==> src/rtl/refresh_timer.sv <==
// rtl/refresh_timer.sv - DRAM refresh request pacer and CBR completion monitor
//
// Paces refresh demand from a free-running interval counter, keeps a count of
// owed refreshes (debt), and retires one owed refresh each time a CAS-before-RAS
// cycle is observed on the DRAM pins.
//
// Ports:
//   CLK     in  system clock, all state on the rising edge
//   nRESET  in  asynchronous active-low reset
//   nRAS    in  DRAM /RAS pin (observed, same clock domain)
//   nCAS    in  DRAM /CAS pin (observed, same clock domain)
//   RefReq  out refresh requested (to RAM controller RefReqIn)
//   RefUrg  out refresh urgent (to RAM controller RefUrgIn)
//   Overrun out sticky: a tick arrived while debt was already saturated

module refresh_timer #(
  parameter int unsigned PERIOD    = 250,
  parameter int unsigned URG_DELAY = 64,
  parameter int unsigned MAXDEBT   = 3
) (
  input  logic CLK,
  input  logic nRESET,
  input  logic nRAS,
  input  logic nCAS,
  output logic RefReq,
  output logic RefUrg,
  output logic Overrun
);

  localparam logic [9:0] IC_LAST  = 10'(PERIOD - 1);
  localparam logic [1:0] DEBT_MAX = 2'(MAXDEBT);
  localparam logic [7:0] URG_TH   = 8'(URG_DELAY);

  logic [9:0] ic_q, ic_d;
  logic [1:0] debt_q, debt_d;
  logic [7:0] age_q, age_d;
  logic       hold_q, hold_d;
  logic       rasq_q, casq_q;
  logic       ovr_q, ovr_d;
  logic       req_q, req_d;
  logic       urg_q, urg_d;

  logic       tick;
  logic       cbr;
  logic       accept;

  always_comb begin
    tick = (ic_q == IC_LAST);
    ic_d = tick ? 10'd0 : ic_q + 10'd1;

    // /CAS falling while /RAS was still high at the previous edge.
    cbr    = casq_q && !nCAS && rasq_q;
    accept = cbr && (debt_q != 2'd0);

    debt_d = debt_q;
    ovr_d  = ovr_q;
    if (tick && !cbr) begin
      if (debt_q == DEBT_MAX) begin
        ovr_d = 1'b1;
      end else begin
        debt_d = debt_q + 2'd1;
      end
    end else if (!tick && accept) begin
      debt_d = debt_q - 2'd1;
    end

    // Age measures edges a refresh has been owed since it became owed or since
    // the last retire; it starts at zero on the edge that first creates debt so
    // escalation happens URG_DELAY edges after RefReq rises.
    if ((debt_d == 2'd0) || accept || (debt_q == 2'd0)) begin
      age_d = 8'd0;
    end else if (age_q != 8'hFF) begin
      age_d = age_q + 8'd1;
    end else begin
      age_d = age_q;
    end

    // One-cycle gap after a retire lets the controller's done latch clear.
    hold_d = accept;

    req_d = !hold_d && (debt_d != 2'd0);
    urg_d = req_d && ((age_d >= URG_TH) || (debt_d >= 2'd2));
  end

  always_ff @(posedge CLK or negedge nRESET) begin
    if (!nRESET) begin
      ic_q   <= 10'd0;
      debt_q <= 2'd0;
      age_q  <= 8'd0;
      hold_q <= 1'b0;
      rasq_q <= 1'b1;
      casq_q <= 1'b1;
      ovr_q  <= 1'b0;
      req_q  <= 1'b0;
      urg_q  <= 1'b0;
    end else begin
      ic_q   <= ic_d;
      debt_q <= debt_d;
      age_q  <= age_d;
      hold_q <= hold_d;
      rasq_q <= nRAS;
      casq_q <= nCAS;
      ovr_q  <= ovr_d;
      req_q  <= req_d;
      urg_q  <= urg_d;
    end
  end

  assign RefReq  = req_q;
  assign RefUrg  = urg_q;
  assign Overrun = ovr_q;

endmodule

==> config.mk <==
export PLATFORM = sky130hd
export DESIGN_NAME = refresh_timer
export DESIGN_NICKNAME = d
export VERILOG_FILES = /design/src/rtl/refresh_timer.sv
export SDC_FILE = /design/constraint.sdc
export NUM_CORES = 1
export LEC_CHECK = 0
export BUFFER_PORTS_ARGS = -buffer_cell sky130_fd_sc_hd__buf_2
export CAP_MARGIN = 0
export CORE_ASPECT_RATIO = 0.75
export CORE_MARGIN = 2
export CORE_UTILIZATION = 30
export CTS_CLUSTER_DIAMETER = 50
export CTS_CLUSTER_SIZE = 16
export DETAILED_ROUTE_END_ITERATION = 8
export GPL_TIMING_DRIVEN = 0
export PLACE_DENSITY = 0.43
export SLEW_MARGIN = 10
export SYNTH_ARGS = -nofsm -noshare
export SYNTH_HDL_FRONTEND = slang
export SYNTH_SLANG_ARGS = --single-unit
export TNS_END_PERCENT = 50
==> constraint.sdc <==
create_clock -name CLK -period 2.1 [get_ports CLK]
set_input_delay 0.21 -clock CLK [delete_from_list [all_inputs] [get_ports CLK]]
set_output_delay 0.21 -clock CLK [all_outputs]
set_load 0.02 [all_outputs]
==> out/qor.yml, run 1 <==
flow_run:
  drv_cap: 0
sta:
  hold_viol_final: 0
  fin_ws_ns: 0.176
  timing.hold.ws_ns: 0.0335
  relSlewSlack_pct: 62.0
  fin_crit_sh_pct: 91.6
  max_freq_mhz: 520
  fin_setup_tns_ns: 0
  rsz0062_at_grt: "no"
  worst-slew-pin-transition_ns: 0.570
  finalSetupViolCount: 0
  maxSlewViolCount: 0
  min_period_ns: 1.92
  skew_ns: 0.00365
logic_synthesis:
  ys_ff_latch: 25
  synth_area_leaders: "dfrtp_1, ha_1, nor2_1"
  synthArstFlopShare_pct: 100
  synth.distinct_cells: 34
  synth_edf_count: 0
  synth_area_um2: 1300
  yosysWarningCount: 0
  ys_seq_area_share_pct: 48.2
  synth_area_per_cell_um2: 10.5
  post-synth-top-count-cell: "dfrtp_1"
  synth_cells: 124
  synth_largest_area_cell: "dfrtp_1"
  ys.flop_type: "dfrtp_1"
  synth_top_area_share_pct: 44.2
  synth_nets: 135
  synth_commonest_cells: "dfrtp_1, nor2_1, nand3_1"
grt:
  grt-ovfl-total: 0
  grt_pass1_wl_um: 4260
  grt_start_max_net_pins: 26
  grtUsageTotal_pct: 11.4
  antenna_found_initial: 0
  grt_pass1_vias: 937
route:
  wirelength_um: 2270
  initialDrtViolationCount: 50
  viasPerCell: 4.67
  drc: 0
  vias: 887
  wl_per_cell_um: 12.0
  ant_nets: 0
  drt_first_pass_iters: 3
critical_path:
  start_kind: "flip-flop"
  cp_common_cell: "a21oi_1"
  path_class: "reg2reg"
  rr_startpoint: "debt_q[0]"
  worst-r2r-cell-count: 6
  end_kind: "flip-flop"
  critPathMaxFanout: 7
  cp.required_ns: 2.24
  crit_start: "debt_q[0]"
  critPathSlowestCell: "dfrtp_1"
  r2r-end: "RefUrg"
  cp.arrival_ns: 2.06
  r2r_slack_ns: 0.18
  crit_chain: "inv_1 -> ha_1 -> nor4bb_4 -> a211oi_1 -> a21oi_1 -> a21oi_1"
  slowest_delay_ns: 0.46
floorplan:
  core_um2: 4100
  die_area_um2: 4890
  io_pins: 7
  std_cell_rows: 20
  die_x_um: 80.1
  start_util_pct: 31.7
  die_y_um: 61.1
cells_and_area:
  final_util_pct: 35.9
  diodes: 0
  layout-drive-gt1-share_pct: 16.3
  syn_to_final_growth_pct: 13.0
  final_area_um2: 1470
  seqCellArea_um2: 628
  multi_input_area_um2: 658
  fin_cells: 190
  fin_nets: 147
  fillers: 433
power:
  power_mw: 1.27
  power_density_nw_per_um2: 866
  ir_drop_mv: 0.331
  p_leak_nw: 0.621
min_path:
  hold_path_depth: 1
  whs_endpoint: "rasq_q"
  min_path_type: "in2reg"
  hold_path_startpoint: "nRAS"
cts:
  clk_latency_ns: 0.27
  cts_tree: "yes"
  numCtsBuffers: 3
  clock_sinks: 25
  cts.clk_slew.worst_paths_ns: 0.08
  post_cts_buffers: 0
  cts_max_level: 1
  clockBufferDepth: 2
  clock-root-buffer: "clkbuf_8"
placed_design:
  place_congestion: 0.805
  dpl_cell_area_um2: 1400
  hpwl_um: 1650
  port_buffers: 6
  dp_cells: 185
  place_ws_ns: -0.190
run_status:
  run_status: "complete, no violations"
registers in the layout (all words and copies together) (netlist names):
name,cells
Overrun,1
RefReq,1
RefUrg,1
age_q,8
casq_q,1
debt_q,2
ic_q,10
rasq_q,1
critical path: cells and delay by family (launching register included):
family,cells,cell delay [ns]
AO/OA/AOI/OAI,3,0.52
adder cells (fa/ha/maj),1,0.26
buffers and inverters,1,0.13
flip-flops,1,0.46
AND/OR/NAND/NOR,1,0.42
cell families (layout without fill, tap and decap cells):
logic type / count (synthesis) / in the layout / share of synthesized area, %
AO/OA/AOI/OAI: 16 / 16 / 8.93
flip-flops: 25 / 25 / 48.2
multiplexers: 3 / 3 / 2.50
AND/OR/NAND/NOR: 52 / 52 / 22.5
adder cells (fa/ha/maj): 7 / 7 / 6.72
buffers and inverters: 8 / 19 / 2.40
XOR/XNOR: 13 / 13 / 8.74
final cells by class:
cell class | count | share of cell area [%]
timing repair buffer | 7 | 2.72
sequential | 25 | 42.7
tap | 55 | 4.68
multi-input combinational | 91 | 44.7
clock buffer | 4 | 3.06
inverter | 5 | 1.28
buffer | 3 | 0.850
worst max-delay path by stage:
stage	slack (ns)	depth (start not counted)	to
floorplan	0.21	6	RefReq
global placement	-0.19	6	RefReq
detailed placement	-0.19	6	RefUrg
CTS	0.05	6	RefUrg
global route	0.02	7	RefReq
finish	0.18	6	RefUrg
where the power goes:
group	internal, mW	switching [mW]	leakage, nW
Sequential	0.552	0.0594	0.313
Clock	0.136	0.149	0.0228
Combinational	0.157	0.222	0.285
Total	0.844	0.430	0.621
metal layers:
metal,routed length [um],vias to the layer above,track usage [%]
met1,1200,431,14.6
met3,71,2,3.52
li1,-,447,-
met4,13,0,2.42
met2,989,7,19.4
met5,0,-,0
repair_timing:
action | CTS | global route
setup endpoints to repair | 3 | 8
hold endpoints to repair | 23 | 0
gates resized for setup | 1 | 1
pin swaps | 0 | 1
hold buffers | 1 | 0
cell usage in the layout, fill, tap and decap left out, types with 2 or more instances in the layout:
master / n
and3_1: 3
xnor2_1: 7
nor3_1: 2
a211oi_2: 2
inv_1: 5
a21oi_1: 6
and4_1: 2
nand2_1: 6
dfstp_2: 2
nand3_1: 9
ha_1: 7
clkbuf_8: 3
xor2_1: 6
buf_2: 7
nor2_1: 21
a31o_2: 2
o21a_1: 2
dfrtp_1: 23
clkbuf_1: 3
(Power assumes the default switching activity.)
==> run 2: changes to the inputs <==
- CORE_UTILIZATION: 30 -> 46
- PLACE_DENSITY: 0.43 -> 0.61
==> run 2 against run 1 <==
  * Cell area did not move
  * First-iteration DRC count fell by 20%
  * Clock power about the same
  * Critical path depth increased by 2
  * Total power hardly changed
  * Count of clock-buffer cells in the layout decreased by 1
  * Setup slack improved by 0.027 ns
  * Critical path type unchanged
  * Highest routed layer unchanged
==> out/qor.yml, run 2 (synthesis gave the netlist of run 1 again) <==
critical_path:
  path_buf_inv: 2
  crit_family: "simple AND/OR/NAND/NOR gates"
  start_kind: "flip-flop"
  cp_common_cell: "clkbuf_1"
  crit_chain: "ha_1 -> and2_1 -> clkbuf_1 -> and4_1 -> clkbuf_1 -> nor3_1 -> xnor2_1 -> nor2_1"
  critPathSlowestCell: "dfrtp_1"
  slowest_delay_ns: 0.41
  end_kind: "flip-flop"
  path_class: "reg2reg"
  critPathMaxFanout: 7
  rr_startpoint: "age_q[0]"
  crit_start: "age_q[0]"
  cp.required_ns: 2.26
  cp.arrival_ns: 2.05
power:
  p_leak_nw: 0.640
  ir_drop_mv: 0.621
  power_density_nw_per_um2: 865
  power_mw: 1.27
grt:
  grtUsageTotal_pct: 16.0
  grt_pass1_vias: 862
  antenna_found_initial: 0
  grt-ovfl-total: 0
  grt_start_max_net_pins: 26
  grt_pass1_wl_um: 3880
cts:
  clk_latency_ns: 0.27
  cts.clk_slew.worst_paths_ns: 0.09
  numCtsBuffers: 3
  clockBufferDepth: 2
  cts_tree: "yes"
  clock-root-buffer: "clkbuf_8"
  clock_sinks: 25
  cts_max_level: 1
route:
  wirelength_um: 2250
  viasPerCell: 5.10
  ant_nets: 0
  initialDrtViolationCount: 40
  vias: 887
  wl_per_cell_um: 12.9
  drt_first_pass_iters: 4
  drc: 0
floorplan:
  die_area_um2: 3280
  die_x_um: 65.4
  start_util_pct: 49.3
  io_pins: 7
  die_y_um: 50.1
  std_cell_rows: 16
  core_um2: 2640
run_status:
  run_status: "complete, no violations"
cells_and_area:
  largest_reg_flops: 10
  multi_input_area_um2: 658
  final_util_pct: 55.7
  layout-drive-gt1-share_pct: 18.8
  syn_to_final_growth_pct: 13.0
  final_area_um2: 1470
  top_regs: "ic_q: 10 flops, age_q: 8 flops, debt_q: 2 flops"
  seqCellArea_um2: 628
  largest_register: "ic_q"
  diodes: 0
  layout_commonest_cell: "dfrtp_1"
  fin_nets: 150
  fillers: 238
  mostFrequentLayoutCells: "dfrtp_1, nor2_1, nand3_1"
sta:
  fin_crit_sh_pct: 90.3
  min_period_ns: 1.90
  hold_viol_final: 0
  timing.hold.ws_ns: 0.0296
  maxSlewViolCount: 0
  relSlewSlack_pct: 63.2
  skew_ns: 0.00308
  fin_setup_tns_ns: 0
  max_freq_mhz: 527
  worst-slew-pin-transition_ns: 0.551
  finalSetupViolCount: 0
  rsz0062_at_grt: "yes"
placed_design:
  port_buffers: 6
  dpl_cell_area_um2: 1380
  place_congestion: 0.861
  hpwl_um: 1510
flow_run:
  drv_cap: 0
min_path:
  min_path_type: "in2reg"
  hold_path_startpoint: "nRAS"
==> run 2: changes by cell type in the layout (fill, tap and decap cells not counted) <==
cell and change:
clkbuf_1 -1, buf_4 +3, clkinv_2 +1
==> run 2: area by class of cell <==
type | count | share of cell area (%)
clock buffers | 3 | 2.81
well taps | 36 | 3.06
multi-input cells | 91 | 44.7
plain buffers | 3 | 0.850
repair buffers | 10 | 4.25
inverters | 5 | 1.28
clock inverters | 1 | 0.340
flip-flops and latches | 25 | 42.7
==> run 2: path summary, 6_finish.rpt <==
check	to	slack [ns]	cells past startpoint
max in group asynchronous	casq_q	1.28	2
min	rasq_q	0.03	1
max	age_q[5]	0.20	8
max reg2reg	age_q[5]	0.20	8
min in group asynchronous	debt_q[1]	0.45	2
min reg2reg	Overrun	0.47	1
==> run 2: routing by layer <==
layer | part of all wire (%) | track usage [%]
met1 | 52 | 21.4
met2 | 44 | 24.7
met3 | 2.3 | 4.79
met4 | 1.5 | 5.21
met5 | 0 | 0
==> run 2: power by group <==
part / total [mW] / switching [mW] / internal (mW)
Clock: 0.282 / 0.149 / 0.133
Combinational: 0.382 / 0.226 / 0.157
Sequential: 0.610 / 0.0582 / 0.551
==> run 2: through the flow <==
stage | instances | worst slack, ns
3_5_place_dp | 166 | -0.0909
5_1_grt | 174 | -0.0148
6_report | 174 | 0.203
2_1_floorplan | 124 | 0.212
4_1_cts | 171 | 0.0237
3_3_place_gp | 166 | -0.0950
==> run 2: what timing repair did <==
item	in CTS	in global routing
setup endpoints to repair	3	11
buffers inserted	0	3
resized for setup	1	1
pin swaps	0	1
endpoints found under the hold margin	23	0
hold buffers	1	0
==> run 3: changes to the inputs <==
- CORE_UTILIZATION: 46 -> 55
- PLACE_DENSITY: 0.61 -> unset
- PLACE_DENSITY_LB_ADDON: unset -> 0.15
- SETUP_SLACK_MARGIN: unset -> 0.05
==> run 3 against run 2 <==
  * Combinational power grew 2%
  * Register-to-register slack lost 0.07 ns
  * Largest power group unchanged
  * Sequential share of layout area did not move
  * Die area decreased by 15%
  * Core utilization increased by 9.1 points
==> out/qor.yml, run 3 (synthesis gave the netlist of run 1 again) <==
floorplan:
  die_x_um: 60.2
  start_util_pct: 57.4
  die_y_um: 46.1
  io_pins: 7
  die_area_um2: 2780
  std_cell_rows: 15
  core_um2: 2270
cells_and_area:
  mostFrequentLayoutCells: "dfrtp_1, nor2_1, nand3_1"
  fillers: 170
  top_regs: "ic_q: 10 flops, age_q: 8 flops, debt_q: 2 flops"
  final_util_pct: 64.8
  layout_commonest_cell: "dfrtp_1"
  syn_to_final_growth_pct: 13.0
  diodes: 0
  largest_reg_flops: 10
  multi_input_area_um2: 663
  final_area_um2: 1470
  seqCellArea_um2: 628
  largest_register: "ic_q"
  fin_nets: 151
  layout-drive-gt1-share_pct: 18.7
placed_design:
  place_congestion: 0.796
  dpl_cell_area_um2: 1380
  port_buffers: 6
  hpwl_um: 1590
route:
  viasPerCell: 5.16
  initialDrtViolationCount: 36
  met1_length_um: 1130
  drc: 0
  drt_first_pass_iters: 4
  routed-wl-met3_um: 63
  vias: 893
  wl_per_cell_um: 12.7
  ant_nets: 0
  top_layer: "met4"
  wirelength_um: 2210
  wl_met2_um: 995
grt:
  grt_pass1_wl_um: 3740
  grt_pass1_vias: 827
  grtUsageTotal_pct: 19.0
  grt_start_max_net_pins: 26
  antenna_found_initial: 0
  grt-ovfl-total: 0
critical_path:
  critPathMaxFanout: 7
  start_kind: "flip-flop"
  path_class: "reg2reg"
  crit_start: "debt_q[0]"
  crit_chain: "inv_1 -> ha_1 -> nor4bb_4 -> nor2_1 -> a211oi_1 -> a21oi_1 -> a21oi_1"
  r2r_slack_ns: 0.13
  cp.arrival_ns: 2.23
  crit_family: "compound AO/OA/AOI/OAI gates"
  end_kind: "flip-flop"
  cp_common_cell: "a21oi_1"
  critPathSlowestCell: "dfrtp_1"
  r2r-end: "RefUrg"
  cp.required_ns: 2.36
  worst-r2r-cell-count: 7
  path_buf_inv: 1
  rr_startpoint: "debt_q[0]"
  slowest_delay_ns: 0.48
cts:
  clockBufferDepth: 2
  cts_tree: "yes"
  cts_max_level: 1
  clock-root-buffer: "clkbuf_4"
  clock_sinks: 25
  cts.clk_slew.worst_paths_ns: 0.15
  clk_latency_ns: 0.33
  numCtsBuffers: 3
run_status:
  run_status: "complete, no violations"
sta:
  worst-slew-pin-transition_ns: 0.540
  fin_setup_tns_ns: 0
  finalSetupViolCount: 0
  maxSlewViolCount: 0
  rsz0062_at_grt: "yes"
  timing.hold.ws_ns: 0.377
  min_period_ns: 1.97
  hold_viol_final: 0
  relSlewSlack_pct: 64.0
  fin_crit_sh_pct: 93.8
  max_freq_mhz: 508
  skew_ns: 0.0145
flow_run:
  drv_cap: 0
power:
  p_leak_nw: 0.636
  ir_drop_mv: 0.695
  power_density_nw_per_um2: 833
min_path:
  min_path_type: "in2async"
-- run 3: power breakdown --
group | leakage (nW) | internal (mW) | switching (mW)
logic | 0.304 | 0.161 | 0.230
registers | 0.313 | 0.551 | 0.0553
clock network | 0.0183 | 0.0775 | 0.150
total | 0.636 | 0.790 | 0.435
-- run 3: area by class of cell --
class                           count  share of cell area, %
Tap cell                           34                   2.89
Buffer                              3                  0.850
Timing Repair Buffer               11                   5.10
Clock buffer                        3                   1.53
Clock inverter                      1                  0.595
Multi-Input combinational cell     91                   45.1
Inverter                            5                   1.28
Sequential cell                    25                   42.7
-- run 3: worst max-delay path by stage --
stage | endpoint | cells past startpoint
3_5_place_dp | RefUrg | 6
3_3_place_gp | RefUrg | 6
5_1_grt | RefUrg | 7
6_report | RefUrg | 7
2_1_floorplan | RefReq | 6
4_1_cts | age_q[6] | 7
-- run 3: layer usage --
layer | global-route usage [%] | vias up
li1 | - | 460
met1 | 25.9 | 423
met2 | 29.3 | 8
met3 | 5.90 | 2
met4 | 5.33 | 0
met5 | 0 | -
-- run 3: per-stage QoR --
step	std cells	total power, mW	setup WS, ns
floorplan	124	0.891	0.212
global placement	164	0.973	-0.170
detailed placement	164	0.998	-0.216
CTS	171	1.24	0.0661
global route	173	1.32	0.0438
finish	173	1.23	0.130
-- run 3: repair_timing --
item                                    4_1_cts  5_1_grt
pin swaps                                     0        1
gates resized for setup                       2        1
buffers inserted                              0        2
hold endpoints to repair                     25        0
hold buffers                                  3        0
endpoints found under the setup margin        4       10
